**src/rtl/toggle_event_rx.sv**
```systemverilog
// Receive side of the toggle-event link: synchronises the toggle line, turns
// each transition into a pulse, queues events and hands them out via valid/ready.
module toggle_event_rx #(
  parameter int SYNC_STAGES = 2,
  parameter int CNT_W       = 4
) (
  input  logic             clk_i,
  input  logic             rst_i,
  input  logic             t_in_i,
  output logic             ev_pulse_o,
  output logic             ev_valid_o,
  input  logic             ev_ready_i,
  output logic [CNT_W-1:0] pending_o,
  output logic             overflow_o,
  input  logic             clr_ovf_i,
  output logic             ack_t_o
);

  localparam logic [CNT_W-1:0] PendMax = {CNT_W{1'b1}};

  logic [SYNC_STAGES-1:0] sync_q, sync_d;
  logic                   prev_q, prev_d;
  logic                   pulse_q, pulse_d;
  logic [CNT_W-1:0]       pending_q, pending_d;
  logic                   ovf_q, ovf_d;
  logic                   ack_q, ack_d;
  logic                   detect;
  logic                   pop;

  assign detect     = sync_q[SYNC_STAGES-1] ^ prev_q;
  assign ev_valid_o = (pending_q != '0);
  assign pop        = ev_valid_o && ev_ready_i;

  always_comb begin
    sync_d    = {sync_q[SYNC_STAGES-2:0], t_in_i};
    prev_d    = sync_q[SYNC_STAGES-1];
    pulse_d   = detect;
    pending_d = pending_q;
    ovf_d     = ovf_q;
    ack_d     = ack_q;

    if (clr_ovf_i) begin
      ovf_d = 1'b0;
    end

    // A simultaneous detect and pop cancel out, so nothing is dropped even at MAX.
    if (detect && !pop) begin
      if (pending_q == PendMax) begin
        ovf_d = 1'b1;
      end else begin
        pending_d = pending_q + 1'b1;
      end
    end else if (!detect && pop) begin
      pending_d = pending_q - 1'b1;
    end

    if (pop) begin
      ack_d = ~ack_q;
    end
  end

  always_ff @(posedge clk_i) begin
    if (rst_i) begin
      sync_q    <= '0;
      prev_q    <= 1'b0;
      pulse_q   <= 1'b0;
      pending_q <= '0;
      ovf_q     <= 1'b0;
      ack_q     <= 1'b0;
    end else begin
      sync_q    <= sync_d;
      prev_q    <= prev_d;
      pulse_q   <= pulse_d;
      pending_q <= pending_d;
      ovf_q     <= ovf_d;
      ack_q     <= ack_d;
    end
  end

  assign ev_pulse_o = pulse_q;
  assign pending_o  = pending_q;
  assign overflow_o = ovf_q;
  assign ack_t_o    = ack_q;

endmodule
```
**config.mk**
```make
export PLATFORM = sky130hd
export DESIGN_NAME = toggle_event_rx
export DESIGN_NICKNAME = d
export VERILOG_FILES = /design/src/rtl/toggle_event_rx.sv
export SDC_FILE = /design/constraint.sdc
export NUM_CORES = 1
export LEC_CHECK = 0
export ABC_AREA = 0
export ABC_CLOCK_PERIOD_IN_PS = 3200
export CORE_MARGIN = 3
export CORE_UTILIZATION = 40
export DETAILED_ROUTE_END_ITERATION = 16
export DONT_BUFFER_PORTS = 1
export SYNTH_ARGS = -nofsm -noshare
export SYNTH_HDL_FRONTEND = slang
export SYNTH_SLANG_ARGS = --single-unit
```
**constraint.sdc**
```tcl
create_clock -name clk_i -period 3.2 [get_ports clk_i]
set_input_delay 0.64 -clock clk_i [delete_from_list [all_inputs] [get_ports clk_i]]
set_output_delay 0.64 -clock clk_i [all_outputs]
set_load 0.01 [all_outputs]
```
==> results.yml <==
detailed_routing:
  detail_route.drc_violations: 0
  drt_pass1_iterations: 2
  post_drt_via_cell_ratio: 5.791
  totalWireLength_mm: 1.014
  via_count: 388
  drt_first_iter_violations: 18
  wl_per_cell_um: 15.13
  ant_nets: 0
status:
  run_status: "finished clean"
global_routing:
  grt_start_max_net_pins: 14
  grt_remaining_overflow: 0
  grt_antenna_before_repair: 0
  gr-usage-all-layers: 0.1157
  grt_pass1_wl_mm: 1.531
  grt_pass1_vias: 342
clock_tree:
  cts.reportedPaths.clkPinSlew_ns: 0.07
  max-clock-path-buffers: 2
  cts.root.buffer_cell: "sky130_fd_sc_hd__clkbuf_4"
  clock_sinks: 10
  postCtsResizedCells: 0
  htree_num_levels: 1
  number_of_buffers_added_by_the_clock_tree_synthesis_step: 3
  post-cts-setup-buffers: 0
  tritoncts: "built"
  clock_insertion_delay_worst_skew_ns: 0.27
  postCtsHoldBufs: 0
synthesis:
  yosysWarningCount: 0
  syn-num-nets: 58
  synth.yosys.seq_area_share: 0.3765
  ys_async_sr_fraction: 0
  syn-instance-count: 50
  yosys_register_bits: 10
  synth_top_flop_cell: "sky130_fd_sc_hd__dfxtp_1"
  mapped_avg_cell_area_um2: 10.64
  synth.distinct_cells: 30
  cell_area_synth_um2: 531.8
  post_synth_edffs: 0
setup_path:
  crit_type: "reg -> reg"
  critPathRequiredTime_ns: 3.38
  worst_setup_path_end_kind: "flip-flop"
  critical_path.slowest_cell: "sky130_fd_sc_hd__o41ai_4"
  start_kind: "flip-flop"
  worst_ep_arrival_time_ns: 2.59
  crit_path_cell_trace: "o41ai_4 > nand2_1 > ha_1 > a21o_1 > a2111oi_0 > mux2i_1 > o311ai_1"
  critical-path-max-stage-delay_ns: 0.47
  critical_path.max_fanout: 8
  ff2ff_setup_slack_ns: 0.79
  cp_num_buf_inv: 0
  critical-path-top-delay-family: "compound AO/OA/AOI/OAI gates"
timing:
  fin_tns_setup_ns: 0
  slew_headroom: 0.6794
  achievable-frequency_ghz: 0.4150
  period_minus_slack_ns: 2.410
  timing_hold_violations_final: 0
  rsz0062_at_grt: "false"
  finalSetupViolations: 0
  worst-slew-pin-transition_ns: 0.4792
  timing.final.crit_share: 0.7531
  final-max-slew-violation-count: 0
  fin_worst_skew_ns: 0.006547
job:
  drv_cap: 0
cells_and_area:
  layout_fillers: 111
  register_area_um2: 200.2
  multi_input_area_um2: 320.3
  layout-area-overhead-vs-synth_pct: 9.412
  fin_nets: 62
  n_antenna_cell: 0
  fraction_of_final_layout_cells_with_drive_strength_greater_than_1: 0.1887
die:
  num_io_pins: 13
  placeable_core_region_um2: 1171
  placementRows: 12
  die_width_um: 42.46
  start_util: 0.4541
  fp.dieArea_um2: 1803
  die_h_um: 42.46
min_path:
  hold_path.class: "in -> reg"
placed_design:
  port_buffers: 0
  detailedPlacementHpwl_um: 748.1
  gp_routability_congestion: 0.6966
pwr:
  p_total_mw: 0.5676
  power-per-cell-area_nw_per_um2: 975.6
  p_leak_nw: 0.2186
  irDropWorstVdd_v: 0.0003593
worst reg2reg max path: stages (launching register included):
cell,delay (ns)
sky130_fd_sc_hd__dfxtp_1,0.45
sky130_fd_sc_hd__o41ai_4,0.47
sky130_fd_sc_hd__nand2_1,0.20
sky130_fd_sc_hd__ha_1,0.32
sky130_fd_sc_hd__a21o_1,0.21
sky130_fd_sc_hd__a2111oi_0,0.46
sky130_fd_sc_hd__mux2i_1,0.13
sky130_fd_sc_hd__o311ai_1,0.09
synth_stat cells, types with 2 or more instances:
master	instances	area, um^2
sky130_fd_sc_hd__nor2_1	4	15.01
sky130_fd_sc_hd__ha_1	2	25.02
sky130_fd_sc_hd__xor2_1	3	26.28
sky130_fd_sc_hd__nor2b_1	4	25.02
sky130_fd_sc_hd__inv_1	2	7.510
sky130_fd_sc_hd__a21oi_1	2	10.01
sky130_fd_sc_hd__dfxtp_1	10	200.2
logic make-up after synthesis:
family | after synthesis | share of synthesized area
AOI/OAI and AO/OA | 13 | 0.2377
xor gates and xnor gates | 4 | 0.06589
adders and majority gates | 3 | 0.08470
buffers and inverters | 3 | 0.02117
DFF | 10 | 0.3765
muxes | 1 | 0.01882
and+or+nand+nor | 16 | 0.1953
path summary, 6_finish.rpt:
path / start / to / cells after the start
max: pending_o[0]$_SDFFE_PP0P_ / pending_o[3]$_SDFFE_PP0P_ / 7
min reg2reg: sync_q[0]$_SDFF_PP0_ / sync_q[1]$_SDFF_PP0_ / 1
min: rst_i / pending_o[2]$_SDFFE_PP0P_ / 1
max reg2reg: pending_o[0]$_SDFFE_PP0P_ / pending_o[3]$_SDFFE_PP0P_ / 7
state kept, by name, summed over array words and instances, names as in the netlist:
name        flops
prev_q          1
pending_o       4
ack_t_o         1
overflow_o      1
sync_q          2
ev_pulse_o      1
power by group:
part	leakage (nW)	switching, mW	internal (mW)	total, mW
clock	0.0210	0.0466	0.0690	0.116
sequential	0.0821	0.0742	0.154	0.228
combinational	0.115	0.113	0.111	0.224
metal layers:
| metal | wire length, um | share of wire | GRT usage |
|---|---|---|---|
| met5 | 0 | 0 | 0 |
| met3 | 75 | 0.074 | 0.04292 |
| met2 | 502 | 0.50 | 0.1702 |
| met4 | 0 | 0 | 0.09317 |
| met1 | 435 | 0.43 | 0.1314 |
cell usage in the layout (no fill, tap or decap), types with 2 or more instances in the layout:
cell type	count
sky130_fd_sc_hd__a21oi_1	2
sky130_fd_sc_hd__clkbuf_4	3
sky130_fd_sc_hd__dfxtp_1	10
sky130_fd_sc_hd__ha_1	2
sky130_fd_sc_hd__inv_1	2
sky130_fd_sc_hd__nor2_1	4
sky130_fd_sc_hd__nor2b_1	4
sky130_fd_sc_hd__xor2_1	3
final cells by class:
class | count | share of cell area
multi-input cells | 37 | 0.5505
inverters | 2 | 0.01290
clock buffers | 4 | 0.06237
flip-flops and latches | 10 | 0.3441
well taps | 14 | 0.03011
metrics by stage:
stage | utilization | area, um^2 | std cells | hold WS [ns] | setup WS (ns)
after CTS | 0.4968 | 581.8 | 67 | 0.4251 | 0.7779
after floorplan | - | 531.8 | 50 | 0.4138 | 1.078
after detailed placement | 0.4658 | 545.5 | 63 | 0.4460 | 0.8073
after global routing | 0.4968 | 581.8 | 67 | 0.4242 | 0.6729
after global placement | 0.4658 | 545.5 | 63 | 0.4281 | 0.9613
final | 0.4968 | 581.8 | 67 | 0.4325 | 0.7902
Note: power is estimated with default switching activity, not from simulation.
